<file path="src/rtl/tile_drain_pkg.sv">
// Shared types and helpers for the tile out_c drain stage.
package tile_drain_pkg;

  localparam int unsigned IN_W  = 19;
  localparam int unsigned OUT_W = 8;

  typedef struct packed {
    logic [OUT_W-1:0] data;
    logic             prop;
    logic             last;
  } entry_t;

  // Clamp a signed partial sum into the signed OUT_W range.
  function automatic logic [OUT_W-1:0] sat_c(input logic signed [IN_W-1:0] c);
    logic signed [IN_W-1:0] sat_max;
    logic signed [IN_W-1:0] sat_min;
    sat_max = IN_W'((1 << (OUT_W - 1)) - 1);
    sat_min = IN_W'(-(1 << (OUT_W - 1)));
    if (c > sat_max) begin
      sat_c = sat_max[OUT_W-1:0];
    end else if (c < sat_min) begin
      sat_c = sat_min[OUT_W-1:0];
    end else begin
      sat_c = c[OUT_W-1:0];
    end
  endfunction

endpackage

</file>
<file path="src/rtl/drain_fifo.sv">
// Small synchronous FIFO with a registered head; a push into an empty FIFO becomes
// visible at the head on the following cycle.
module drain_fifo #(
  parameter int unsigned Width = 10,
  parameter int unsigned Depth = 4
) (
  input  logic             clock,
  input  logic             reset,
  input  logic             push,
  input  logic [Width-1:0] push_data,
  input  logic             pop,
  output logic [Width-1:0] head,
  output logic             full,
  output logic             empty
);

  localparam int unsigned AddrW = (Depth > 1) ? $clog2(Depth) : 1;

  logic [Width-1:0] mem_q [Depth];
  logic [AddrW:0]   wr_ptr_q;
  logic [AddrW:0]   rd_ptr_q;
  logic             do_push;
  logic             do_pop;

  // The extra MSB on each pointer separates full from empty when the indices match.
  assign empty = (wr_ptr_q == rd_ptr_q);
  assign full  = (wr_ptr_q[AddrW] != rd_ptr_q[AddrW]) &&
                 (wr_ptr_q[AddrW-1:0] == rd_ptr_q[AddrW-1:0]);

  assign do_pop  = pop && !empty;
  assign do_push = push && (!full || do_pop);

  always_ff @(posedge clock) begin
    if (reset) begin
      wr_ptr_q <= '0;
      rd_ptr_q <= '0;
      for (int i = 0; i < Depth; i++) begin
        mem_q[i] <= '0;
      end
    end else begin
      if (do_push) begin
        mem_q[wr_ptr_q[AddrW-1:0]] <= push_data;
        wr_ptr_q                   <= wr_ptr_q + (AddrW + 1)'(1);
      end
      if (do_pop) begin
        rd_ptr_q <= rd_ptr_q + (AddrW + 1)'(1);
      end
    end
  end

  assign head = mem_q[rd_ptr_q[AddrW-1:0]];

endmodule

</file>
<file path="src/rtl/tile_c_drain.sv">
// Drains the mesh tile's out_c stream: saturates, tags block boundaries and buffers beats
// behind a ready/valid port, counting beats lost while the buffer is full.
module tile_c_drain #(
  parameter int unsigned IN_W       = tile_drain_pkg::IN_W,
  parameter int unsigned OUT_W      = tile_drain_pkg::OUT_W,
  parameter int unsigned DEPTH      = 4,
  parameter int unsigned BLOCK_ROWS = 16
) (
  input  logic             clock,
  input  logic             reset,
  input  logic [IN_W-1:0]  io_in_c,
  input  logic             io_in_valid,
  input  logic             io_in_propagate,
  output logic             io_out_valid,
  input  logic             io_out_ready,
  output logic [OUT_W-1:0] io_out_data,
  output logic             io_out_prop,
  output logic             io_out_last,
  output logic             io_overflow,
  output logic [7:0]       io_drop_count
);

  import tile_drain_pkg::*;

  localparam int unsigned RowW = (BLOCK_ROWS > 1) ? $clog2(BLOCK_ROWS) : 1;

  entry_t          in_entry;
  entry_t          head_entry;
  logic            fifo_full;
  logic            fifo_empty;
  logic            push;
  logic            pop;
  logic            drop;
  logic            blk_last;
  logic [RowW-1:0] row_q;
  logic [RowW-1:0] row_d;
  logic [RowW-1:0] row_eff;
  logic            prev_prop_q;
  logic            overflow_q;
  logic [7:0]      drop_cnt_q;

  assign io_out_valid = !fifo_empty;
  assign pop          = io_out_valid && io_out_ready;
  assign push         = io_in_valid && (!fifo_full || pop);
  assign drop         = io_in_valid && fifo_full && !pop;

  // A propagate flip restarts the block, so the row is forced to 0 before the last test.
  always_comb begin
    row_eff  = (io_in_propagate != prev_prop_q) ? '0 : row_q;
    blk_last = (row_eff == RowW'(BLOCK_ROWS - 1));
    row_d    = row_q;
    if (io_in_valid) begin
      row_d = blk_last ? '0 : row_eff + RowW'(1);
    end
    in_entry.data = sat_c(io_in_c);
    in_entry.prop = io_in_propagate;
    in_entry.last = blk_last;
  end

  // Dropped beats still advance the row counter so alignment follows the tile.
  always_ff @(posedge clock) begin
    if (reset) begin
      row_q       <= '0;
      prev_prop_q <= 1'b0;
      overflow_q  <= 1'b0;
      drop_cnt_q  <= '0;
    end else begin
      row_q <= row_d;
      if (io_in_valid) begin
        prev_prop_q <= io_in_propagate;
      end
      if (drop) begin
        overflow_q <= 1'b1;
        if (drop_cnt_q != 8'hFF) begin
          drop_cnt_q <= drop_cnt_q + 8'd1;
        end
      end
    end
  end

  drain_fifo #(
    .Width ($bits(entry_t)),
    .Depth (DEPTH)
  ) u_fifo (
    .clock     (clock),
    .reset     (reset),
    .push      (push),
    .push_data (in_entry),
    .pop       (pop),
    .head      (head_entry),
    .full      (fifo_full),
    .empty     (fifo_empty)
  );

  assign io_out_data   = head_entry.data;
  assign io_out_prop   = head_entry.prop;
  assign io_out_last   = head_entry.last;
  assign io_overflow   = overflow_q;
  assign io_drop_count = drop_cnt_q;

endmodule

</file>
<file path="config.mk">
export PLATFORM = sky130hd
export DESIGN_NAME = tile_c_drain
export DESIGN_NICKNAME = d
export VERILOG_FILES = /design/src/rtl/tile_drain_pkg.sv /design/src/rtl/drain_fifo.sv /design/src/rtl/tile_c_drain.sv
export SDC_FILE = /design/constraint.sdc
export NUM_CORES = 1
export LEC_CHECK = 0
export CAP_MARGIN = 20
export CORE_ASPECT_RATIO = 1.4
export CORE_MARGIN = 2
export CORE_UTILIZATION = 40
export CTS_BUF_LIST = sky130_fd_sc_hd__clkbuf_8
export CTS_CLUSTER_SIZE = 12
export DETAILED_ROUTE_END_ITERATION = 10
export GPL_TIMING_DRIVEN = 1
export SYNTH_ARGS = -nofsm -noshare
export SYNTH_HDL_FRONTEND = slang
export SYNTH_SLANG_ARGS = --single-unit
export TNS_END_PERCENT = 20
</file>
<file path="constraint.sdc">
create_clock -name clock -period 5.65 [get_ports clock]
set_input_delay 0.8475 -clock clock [delete_from_list [all_inputs] [get_ports clock]]
set_output_delay 0.8475 -clock clock [all_outputs]
set_load 0.1 [all_outputs]
</file>
== Word level (Yosys, flattened, before mapping) ==
Memory sizes are Yosys's and may differ from the RTL's. A register that Yosys moved wholly into a read port is not among the register bits.
Index checks and enable logic that the tools add are counted.
Word-level totals
  register bits: 20
  RAM bits: 40
  word-level logic and storage cells: 47
  memories kept: 1
Memory list
  u_fifo.mem_q: depth 4, width 10, rd ports 1, clocked after Yosys merged registers in 1, wr ports 4, line drain_fifo.sv:19  | logic [Width-1:0] mem_q [Depth];
Operators by class
  add/subtract/negate cells: 4
  order comparisons: 2
  equal/unequal tests: 6
  mux-type cells: 14
  reduce and logical (&&, ||, !) cells: 14
Operators with widths (number)
  > comparator 19 x 8 -> 1 bit (second input constant): 1
  < comparator 19 x 8 -> 1 bit (second input constant): 1
  two-way mux 8 bit: 2
  two-way mux 10 bit: 1
  OR reduction 10 bit: 1
  adder 8 x 1 -> 8 bit (second input constant): 1
  two-way mux 4 bit: 2
  != test 8 bit (second input constant): 1
  logical AND 1 bit: 7
  adder 3 x 1 -> 3 bit (second input constant): 2
  two-way mux 1 bit: 6
  two-way mux 2 bit: 3
  adder 4 x 1 -> 4 bit (second input constant): 1
  == test 4 bit (second input constant): 1
  == test 3 bit: 1
  zero test 1 bit: 3
  == test 2 bit: 1
  logical OR 1 bit: 2
  != test 1 bit: 2
  AND reduction 2 bit: 1

== Depth between registers and ports, before layout ==
Gate-level depths: netlist of the first run.
  depth after elaboration: 11
  depth in mapped cells: 7
  depth with buffers taken out: 7

== By module ==
Synthesis of the first run repeated with hierarchy kept, for this count alone.
Unflattened totals
  cells, all modules: 266
  area, all modules: 3100.5 µm²
Modules (own cells, without submodules)
  drain_fifo: times used 1, cells each 166, area an instance 2274.7 µm², sequential area each 1361.3 µm²
  tile_c_drain: times used 1, cells each 100, area an instance 825.8 µm², sequential area each 280.3 µm²

== Worst setup path before layout of the first run ==
No wires, ideal clock.
  path type: input -> register
  from: input port io_in_valid
  to: memory u_fifo.mem_q[0][0], enable pin
  data arrival time: 2.215 ns
  data required time: 5.310 ns
  path slack: 3.095 ns
  stages: 5
  path buffers: 2
  path through: clkbuf_1 o41ai_1 or4_1 clkbuf_1 nand2_1
RTL lines
  from (decl): line tile_c_drain.sv:12  | input logic io_in_valid,
  to (decl): line drain_fifo.sv:19

==> results of run 1 <==
final timing paths:
path	to	slack, ns
setup / recovery	io_out_prop	2.10
setup reg to reg	u_fifo.mem_q[2][6]	3.13
hold reg to reg	io_overflow	0.45
hold / removal	io_overflow	0.45
per-layer routing:
layer  vias to the layer above  track usage [%]  part of all wire (%)
li1                        976                -                     -
met1                       960            20.11                    41
met2                        47            27.84                    53
met3                         7            4.399                   4.3
met4                         0            9.341                   1.6
met5                         -                0                     0
metrics by stage:
step | power (mW) | setup WS (ns) | utilization [%] | instances | cell area, um^2
global route | 1.302 | 1.967 | 52.42 | 378 | 3490
finish | 1.248 | 2.102 | 52.42 | 378 | 3490
floorplan | 0.7899 | 3.095 | - | 237 | 2779
CTS | 1.259 | 2.055 | 52.42 | 378 | 3490
detailed placement | 0.8714 | 1.996 | 49.42 | 362 | 3289
global placement | 0.8711 | 2.051 | 49.42 | 362 | 3289
worst min-delay path, stage by stage, from the launching register on:
cell and delay [ns]:
dfxtp_1 0.31, inv_1 0.05, a21oi_1 0.05
cell type report:
class | instances | area, um^2 | area share, %
multi-input cells | 156 | 1065 | 30.51
clock buffers | 11 | 151.4 | 4.338
clock inverters | 5 | 48.80 | 1.398
flip-flops and latches | 62 | 1642 | 47.04
inverters | 8 | 30.03 | 0.8605
repair buffers | 44 | 437.9 | 12.55
well taps | 92 | 115.1 | 3.299
sequential cells by signal, indices dropped and copies added (netlist names), named ones only:
| register | count |
|---|---|
| u_fifo.mem_q | 40 |
| io_drop_count | 8 |
| row_q | 4 |
| u_fifo.rd_ptr_q | 3 |
| u_fifo.wr_ptr_q | 3 |
| io_overflow | 1 |
| prev_prop_q | 1 |
cell usage in the layout, fill, tap and decap left out, drive strengths merged, types with 2 or more instances in the layout:
master,Yosys,routed
nor2,49,49
clkdlybuf4s50,0,43
edfxtp,40,40
dfxtp,22,22
a21oi,17,17
nand2,12,12
clkbuf,9,11
mux4,10,10
inv,7,8
xor2,6,6
or4,6,6
o41ai,5,5
o21ai,5,5
or3,4,4
nand3,4,4
o31ai,4,4
ha,4,4
clkinv,1,4
xnor2,3,3
and2,3,3
nand4,3,3
mux2i,3,3
nor4,2,2
nand4b,2,2
o311ai,2,2
logic make-up after synthesis:
family / after synthesis
AO/OA/AOI/OAI: 41
XOR/XNOR: 9
multiplexers: 13
flip-flops: 62
buffers and inverters: 19
AND/OR/NAND/NOR: 89
adder cells (fa/ha/maj): 4
where the power goes:
part	switching, mW	internal (mW)
sequential	0.0275	0.511
clock	0.166	0.224
combinational	0.222	0.0981
synthesized netlist by cell type, types with 4 or more instances:
| cell type | number |
|---|---|
| a21oi_1 | 17 |
| clkbuf_1 | 9 |
| dfxtp_1 | 22 |
| edfxtp_1 | 40 |
| ha_1 | 4 |
| inv_1 | 7 |
| mux4_2 | 10 |
| nand2_1 | 12 |
| nand3_1 | 4 |
| nor2_1 | 49 |
| o21ai_0 | 5 |
| o31ai_1 | 4 |
| o41ai_1 | 5 |
| or3_1 | 4 |
| or4_1 | 6 |
| xor2_1 | 6 |
==> summary.md, run 1 <==
| Metric | Value |
|---|---|
| Average routed wire per standard cell | `15.33 um` |
| Remaining antenna violation count after routing | `0` |
| GP Congestion | `roughly 0.73` |
| Multiplexer fraction of the synthesized cell area | `9.185%` |
| Seq cells post-synth | `between 60 and 70` |
| Synthesized-area fraction occupied by ao, oa, aoi and oai cells | `9.635%` |
| Clk_skew | `0.008999 ns` |
| Reg clk slew, reported paths | `around 0.070 ns` |
| Maximum level of the CTS H-tree | `3` |
| Area share of and/or/nand/nor cells after synthesis | `14.86%` |
| Die width | `74.45 um` |
| Total stage count of the critical path | `2` |
| Final hold violation count | `0` |
| Number of flops mapped to enable cells by yosys | `40` |
| Final Routed Wirelength | `5.795 mm` |
| Initial DRC Count | `between 100 and 150` |
| Number of cell instances on the worst register-to-register path | `4` |
| Critical register-to-register path startpoint | `u_fifo.wr_ptr_q[0]` |
| Number of pins with negative max-slew slack in the final report | `0` |
| Post-Synthesis Mean Instance Area | `11.73 um^2` |
| Crit path launch type | `flip-flop` |
| Synth Cell Area | `2779 um^2` |
| Total Die Area | `7640 um^2` |
| Number of port buffers | `43` |
| Tightest Hold Check Type | `reg -> reg` |
| # Max-Cap Violations | `0` |
| Post-synth top flop | `edfxtp_1` |
| Unrepaired setup endpoints after global routing | `no` |
| Ports placed on the boundary | `44` |
| Total number of placement rows | `35` |
| Worst Hold Margin | `0.4547 ns` |
| TritonCTS buffer count | `9` |
| Vias in the first global route | `approximately 2,000` |
| Total global routing overflow | `0` |
| Portion of synthesized cell area occupied by the leading cell type | `roughly 43%` |
| Synthesized net count | `~270` |
| Number of remaining DRC errors | `0` |
| Leakage power | `1.270 nW` |
| Stage delay of the slowest cell on the critical path | `1.00 ns` |
| Number of instances on the worst hold path | `2` |
| Buffers plus inverters on the worst setup path | `1` |
| Worst endpoint required time | `4.80 ns` |
| Vias/cell | `5.265` |
| Fill cell total of the finished layout | `607` |
| Overall via count from detail_route | `1,990` |
| Cell type with the highest aggregate area in the netlist | `edfxtp_1` |
| Kind of critical path | `reg -> out` |
| Starting Density | `41.75%` |
| Worst IR Drop VDD | `0.1576 mV` |
| Post-CTS resize count | `0` |
| Share of synthesized flip-flops with an asynchronous set or reset | `0%` |
| Worst-Margin Slew | `0.9942 ns` |
| Buffer depth of the longest clock path | `2` |
| Relative max-transition margin | `between 30% and 40%` |
| Portion of the clock cycle consumed by the worst path in the final layout | `62.79%` |
| Final critical path time including I/O delays and setup | `3.548 ns` |
| Fraction of final layout cells sized beyond drive strength 1 | `9.091%` |
| # diodes | `0` |
| Clock Latency Late Sink | `0.34 ns` |
| All-Layer GR Usage | `between 15 and 20%` |
| Antenna violations before repair | `0` |
| Xor and xnor fraction of the mapped netlist area | `2.837%` |
| Ordered cell list for the critical path | `mux4_2, clkdlybuf4s50_1` |
| Relative area change from synthesis to final layout | `25.57%` |
| Clock root cell | `clkbuf_8` |
| Launch instance of the worst min-delay path | `io_overflow` |
| Number of nets in the layout | `between 300 and 400` |
| Pwr per Cell Area | `357.7 nW/um^2` |
| Top post-synthesis cells by area | `edfxtp_1, dfxtp_1, mux4_2` |
| Crit path capture type | `output port` |
| Core Area | `6656 um^2` |
| Setup repair bufs after CTS | `0` |
| Clock tree from TritonCTS | `built` |
| Half-perimeter wire length of the detailed placement result | `4.042 mm` |
| Synthesized netlist cell count | `roughly 240` |
| Wire length of the first global-routing pass | `9.459 mm` |
| Peak Freq | `281.9 MHz` |
| Cell with the largest stage delay on the worst path | `clkdlybuf4s50_1` |
| Count of unique library cells instantiated by Yosys | `39` |
| Outcome | `finished clean` |
| Yosys Warn Count | `0` |
| Gate family responsible for the most delay along the worst path | `buffers and inverters` |
| Data arrival time of the worst path | `2.70 ns` |
| Pin count of the biggest net entering global routing | `23` |
| Chip height | `102.6 um` |
| Post-Route Setup TNS | `0 ns` |
| Adder-Cell Fraction of Synth Area | `around 1.8%` |
| Sequential element share of the synthesized area | `between 50% and 60%` |
| Crit Path Max Fanout | `10` |
| Router iterations before antenna repair | `4` |
| Count of final setup violators | `0` |
| Hold Buf Count CTS | `0` |
| Largest family of logic cells by synthesized area | `simple AND/OR/NAND/NOR gates` |
| Clock sink total | `62` |
Note: power is estimated with default switching activity, not from simulation.
==> run 2: changes to the inputs <==
clock period = 2.9 ns   (was 5.65 ns; I/O delays follow)
==> summary.md, run 2 (same netlist as run 1, synthesis figures left out) <==
| Metric | Value |
|---|---|
| Outcome | `finished clean` |
| Crit path launch | `u_fifo.wr_ptr_q[0]` |
| Total global routing overflow | `0 (unchanged)` |
| Starting Density | `41.75% (unchanged)` |
| Total stage count of the critical path | `5 (+3)` |
| Chip height | `102.6 um (unchanged)` |
| Unrepaired setup endpoints after global routing | `no` |
| Number of pins with negative max-slew slack in the final report | `0 (unchanged)` |
| Clock group share of total power | `27.2% (-4.0 points)` |
| Pwr per Cell Area | `663.1 nW/um^2 (+85%)` |
| Switching power as a share of total power | `34.68% (+1.4 points)` |
| Vias in the first global route | `2,004 (+0.86%)` |
| Clock sink total | `62 (unchanged)` |
| Clock root cell | `clkbuf_8` |
| Crit Path Max Fanout | `10 (unchanged)` |
| Core Area | `6656 um^2 (unchanged)` |
| # diodes | `0 (unchanged)` |
| Number of cell instances on the worst register-to-register path | `5 (+1)` |
| Critical register-to-register path startpoint | `u_fifo.wr_ptr_q[0]` |
| Crit path launch type | `flip-flop` |
| Number of remaining DRC errors | `0 (unchanged)` |
| Largest reg by FF count | `u_fifo.mem_q` |
| Clock tree from TritonCTS | `built` |
| Final Routed Wirelength | `5.817 mm (+0.38%)` |
| Most common cell after layout, fill and taps aside | `nor2_1` |
| Router iterations before antenna repair | `4 (unchanged)` |
| Most used cells in the layout excluding fill and tap cells | `nor2_1, edfxtp_1, buf_4` |
| Worst endpoint required time | `2.87 ns (-1.93 ns)` |
| Buffers plus inverters on the worst setup path | `1 (unchanged)` |
| Leakage power | `1.335 nW (+5.2%)` |
| Average routed wire per standard cell | `15.03 um (-2.0%)` |
| Worst-Margin Slew | `0.6522 ns (-0.3420 ns)` |
| Maximum level of the CTS H-tree | `3 (unchanged)` |
| Buffer depth of the longest clock path | `2 (unchanged)` |
| Setup slack of the most critical reg-to-reg path | `0.58 ns (-2.55 ns)` |
| Remaining antenna violation count after routing | `0 (unchanged)` |
| Overall via count from detail_route | `2,027 (+1.9%)` |
| Wire length of the first global-routing pass | `9.673 mm (+2.3%)` |
| Worst IR Drop VDD | `0.2420 mV (+54%)` |
| Switching power total | `0.7979 mW (+92%)` |
| Cell with the largest stage delay on the worst path | `dfxtp_1` |
| Max reg flops | `40 (unchanged)` |
| Pin count of the biggest net entering global routing | `18 (-22%)` |
| TritonCTS buffer count | `9 (unchanged)` |
| Peak Freq | `431.1 MHz` |
| Number of nets in the layout | `318 (+2.9%)` |
| Post-CTS resize count | `0 (unchanged)` |
| Setup slack after layout | `0.5802 ns (-1.522 ns)` |
| Relative max-transition margin | `56.32% (+23 points)` |
| Relative area change from synthesis to final layout | `24.85%` |
| Antenna violations before repair | `0 (unchanged)` |
| Vias/cell | `5.238 (-0.51%)` |
| Die width | `74.45 um (unchanged)` |
| DP Worst Slack | `0.3353 ns (-1.660 ns)` |
| Initial DRC Count | `141 (+2.2%)` |
| Internal power | `1.503 mW (+80%)` |
| Gate family responsible for the most delay along the worst path | `simple AND/OR/NAND/NOR gates` |
| Fraction of final layout cells sized beyond drive strength 1 | `17.63% (+8.5 points)` |
| Setup repair bufs after CTS | `0 (unchanged)` |
| Portion of the clock cycle consumed by the worst path in the final layout | `79.99%` |
| Ports placed on the boundary | `44 (unchanged)` |
| Stage delay of the slowest cell on the critical path | `0.48 ns (-0.52 ns)` |
| Portion of total power attributed to combinational logic | `28.1% (+2.5 points)` |
| Tightest Hold Check Type | `reg -> reg` |
| Worst setup path end | `u_fifo.mem_q[0][8]` |
| Clk_skew | `0.003620 ns (-0.005379 ns)` |
| Post-Route Setup TNS | `0 ns (unchanged)` |
| Count of final setup violators | `0 (unchanged)` |
| Kind of critical path | `reg -> reg` |
| Reg clk slew, reported paths | `0.06 ns (about the same)` |
| # Max-Cap Violations | `0 (unchanged)` |
| Crit path capture type | `flip-flop` |
| All-Layer GR Usage | `17.09% (+0.11 points)` |
| Hold Buf Count CTS | `0 (unchanged)` |
| Final hold violation count | `0 (unchanged)` |
| Fill cell total of the finished layout | `622 (+2.5%)` |
| Clock Latency Late Sink | `0.33 ns (about the same)` |
| Ordered cell list for the critical path | `xor2_1, o41ai_1, buf_4, or4_1, nand2_1` |
| Total number of placement rows | `35 (unchanged)` |
| Flop pwr share | `44.6% (+1.4 points)` |
| Number of port buffers | `43 (unchanged)` |
| Endpoint of the lowest-slack register-to-register path | `u_fifo.mem_q[0][8]` |
| Total Die Area | `7640 um^2 (unchanged)` |
| GP Congestion | `0.7599 (+3.7%)` |
| Half-perimeter wire length of the detailed placement result | `4.053 mm (+0.25%)` |
| Worst Hold Margin | `0.4604 ns (+0.005724 ns)` |
| Data arrival time of the worst path | `2.29 ns (-0.41 ns)` |
| Final critical path time including I/O delays and setup | `2.320 ns` |
-- run 2: changes by cell type in the layout (fill, tap and decap cells not counted), sizes merged --
cell | before | now
buf | 1 | 30
clkdlybuf4s50 | 43 | 23
inv | 8 | 11
bufinv | 1 | 0
clkbuf | 11 | 10
clkinv | 4 | 3
-- run 2: stage by stage --
stage | instance area [um^2] | util [%] | std cells | power, mW
2_1_floorplan | 2779 | - | 237 | 1.539
3_3_place_gp | 3307 | 49.68 | 371 | 1.695
3_5_place_dp | 3307 | 49.68 | 371 | 1.699
4_1_cts | 3470 | 52.12 | 387 | 2.328
5_1_grt | 3470 | 52.12 | 387 | 2.404
6_report | 3470 | 52.12 | 387 | 2.301
-- run 2: how the worst min path moves through the flow --
stage	from	to	slack, ns	cells after the start
global placement	io_overflow	io_overflow	0.45	2
detailed placement	io_overflow	io_overflow	0.45	2
floorplan	row_q[3]	row_q[3]	0.46	2
CTS	io_overflow	io_overflow	0.46	2
finish	io_overflow	io_overflow	0.46	2
global route	io_overflow	io_overflow	0.50	2
-- run 2: power by group through the flow --
stage	clock network (mW)	logic, mW	registers, mW
global placement	0	0.649	1.05
finish	0.626	0.647	1.03
detailed placement	0	0.653	1.05
global route	0.689	0.681	1.03
CTS	0.647	0.654	1.03
floorplan	0	0.506	1.03
-- run 2: worst min-delay path, stage by stage (launching register included) --
cell and delay (ns):
dfxtp_1 0.31, inv_1 0.05, a21oi_1 0.05
-- run 2: layout make-up --
type | instances | area (um^2) | area share [%]
inverter | 8 | 30.03 | 0.8655
clock buffer | 10 | 137.6 | 3.967
multi-input combinational | 156 | 1065 | 30.69
tap | 92 | 115.1 | 3.318
timing repair buffer | 53 | 455.4 | 13.13
sequential | 62 | 1642 | 47.31
clock inverter | 6 | 25.02 | 0.7212
-- run 2: layer usage --
metal  GRT usage (%)  share of wire, %
met1           19.77                42
met4           6.868               2.2
met3           4.301               3.3
met2           29.88                53
met5               0                 0
==> run 3: changes to the inputs <==
clock period = 2.13 ns   (was 2.9 ns; I/O delays follow)
==> summary.md, run 3 (same netlist as run 1, synthesis figures left out) <==
| Metric | Value |
|---|---|
| Outcome | `finished clean` |
| Clock Latency Late Sink | `0.33 ns (about the same)` |
| Leakage power | `1.477 nW (+11%)` |
| Crit path launch type | `flip-flop` |
| Worst-Margin Slew | `0.7078 ns (+0.05566 ns)` |
| Most used cells in the layout excluding fill and tap cells | `nor2_1, edfxtp_1, buf_4` |
| Data arrival time of the worst path | `2.24 ns (-0.05 ns)` |
| Kind of critical path | `reg -> reg` |
| Switching power total | `1.154 mW (+45%)` |
| Share of the core filled with cells | `57.50% (+5.4 points)` |
| Number of port buffers | `43 (unchanged)` |
| Clock tree from TritonCTS | `built` |
| Pwr per Cell Area | `951.2 nW/um^2 (+43%)` |
| Clock root cell | `clkbuf_8` |
| Internal power | `2.486 mW (+65%)` |
| All-Layer GR Usage | `17.02% (-0.074 points)` |
| Fill cell total of the finished layout | `594 (-4.5%)` |
| # Max-Cap Violations | `0 (unchanged)` |
| Most Crowded Layer GR | `met2` |
| Reg clk slew, reported paths | `0.07 ns (about the same)` |
| Chip height | `102.6 um (unchanged)` |
| Clk_skew | `0.007057 ns (+0.003436 ns)` |
| Antenna violations before repair | `0 (unchanged)` |
| Final hold violation count | `0 (unchanged)` |
| Unrepaired setup endpoints after global routing | `no` |
| Portion of total power attributed to combinational logic | `30.7% (+2.6 points)` |
| Vias/cell | `5.171 (-1.3%)` |
| Relative max-transition margin | `52.59% (-3.7 points)` |
| Post-route standard cell area excluding fillers | `3827 um^2 (+10%)` |
| Crit path capture type | `flip-flop` |
| Starting Density | `41.75% (unchanged)` |
| Die width | `74.45 um (unchanged)` |
| Met1 routing resource usage after global routing | `18.26% (-1.5 points)` |
| Area occupied by registers | `1644 um^2 (+0.15%)` |
| Worst IR Drop VDD | `0.3785 mV (+56%)` |
| Instance area after placement | `3605 um^2 (+9.0%)` |
| Peak Freq | `504.9 MHz (+17%)` |
| Worst Hold Margin | `0.4560 ns (-0.004485 ns)` |
| Clock sink total | `62 (unchanged)` |
| Initial DRC Count | `130 (-7.8%)` |
| Largest reg by FF count | `u_fifo.mem_q` |
| Max reg flops | `40 (unchanged)` |
| Flop pwr share | `38.2% (-6.4 points)` |
| Tightest Hold Check Type | `reg -> reg` |
| TritonCTS buffer count | `9 (unchanged)` |
| Switching power as a share of total power | `31.71% (-3.0 points)` |
| GP Congestion | `0.7497 (-1.3%)` |
| Total global routing overflow | `0 (unchanged)` |
| Remaining antenna violation count after routing | `0 (unchanged)` |
| Fraction of final layout cells sized beyond drive strength 1 | `23.79% (+6.2 points)` |
| Setup slack of the most critical reg-to-reg path | `0.15 ns (-0.43 ns)` |
| Power consumption | `3.641 mW (+58%)` |
| Final critical path time including I/O delays and setup | `1.981 ns (-0.3390 ns)` |
| # diodes | `0 (unchanged)` |
| Overall via count from detail_route | `2,084 (+2.8%)` |
| Total number of placement rows | `35 (unchanged)` |
| Post-Route Setup TNS | `0 ns (unchanged)` |
| Worst endpoint required time | `2.39 ns (-0.48 ns)` |
| Ports placed on the boundary | `44 (unchanged)` |
| Router iterations before antenna repair | `4 (unchanged)` |
| Most common cell after layout, fill and taps aside | `nor2_1` |
| Area taken by multi-input logic gates | `1065 um^2 (unchanged)` |
| Hold Buf Count CTS | `0 (unchanged)` |
| Final Routed Wirelength | `5.859 mm (+0.72%)` |
| Met3 track demand over resource | `3.910% (-0.39 points)` |
| Pin count of the biggest net entering global routing | `20 (+2)` |
| Number of nets in the layout | `334 (+5.0%)` |
| Vias in the first global route | `2,139 (+6.7%)` |
| Setup repair bufs after CTS | `0 (unchanged)` |
| Met2 track demand over resource | `32.06% (+2.2 points)` |
| Core Area | `6656 um^2 (unchanged)` |
| Total Die Area | `7640 um^2 (unchanged)` |
| Wire length of the first global-routing pass | `9.735 mm (+0.64%)` |
| Maximum level of the CTS H-tree | `3 (unchanged)` |
| Portion of the clock cycle consumed by the worst path in the final layout | `92.99% (+13 points)` |
| Average routed wire per standard cell | `14.54 um (-3.3%)` |
| Number of pins with negative max-slew slack in the final report | `0 (unchanged)` |
| Number of remaining DRC errors | `0 (unchanged)` |
| Clock group share of total power | `31.1% (+3.9 points)` |
| Buffer depth of the longest clock path | `2 (unchanged)` |
| Count of final setup violators | `0 (unchanged)` |
| Half-perimeter wire length of the detailed placement result | `4.419 mm (+9.0%)` |
| Crit Path Max Fanout | `9 (-1)` |
| Post-CTS resize count | `0 (unchanged)` |
| Relative area change from synthesis to final layout | `37.73%` |
==> run 3: per-layer routing <==
metal | part of all wire [%] | routed length [um]
met5 | 0 | 0
met4 | 0.94 | 55
met1 | 39 | 2303
met2 | 56 | 3263
met3 | 4.0 | 236
==> run 3: power groups by stage <==
stage	Clock (mW)	Combinational (mW)	Sequential, mW
3_3_place_gp	0	1.12	1.42
2_1_floorplan	0	0.689	1.41
6_report	1.13	1.12	1.39
5_1_grt	1.21	1.17	1.40
3_5_place_dp	0	1.13	1.42
4_1_cts	1.17	1.13	1.39
==> run 3: final timing paths <==
kind,depth (start not counted),from,to
setup / recovery,4,u_fifo.rd_ptr_q[0],io_drop_count[7]
hold / removal,2,io_overflow,io_overflow
setup reg to reg,4,u_fifo.rd_ptr_q[0],io_drop_count[7]
hold reg to reg,2,io_overflow,io_overflow
==> run 3: layout make-up <==
class	count	share of cell area, %
Inverter	8	0.7846
Multi-Input combinational cell	156	27.82
Tap cell	92	3.008
Timing Repair Buffer	69	19.61
Sequential cell	62	42.96
Clock inverter	6	2.223
Clock buffer	10	3.596
==> run 3: stage by stage <==
step	cells	setup WS, ns
finish	403	0.1493
global route	403	0.02920
CTS	403	0.1178
detailed placement	387	-0.1548
global placement	387	-0.1468
floorplan	237	0.01203
==> run 3: critical path, cell delays in order (launching register included) <==
cell and delay (ns):
dfxtp_1 0.34, xor2_1 0.20, or4_1 0.67, or4_1 0.56, a21oi_1 0.15
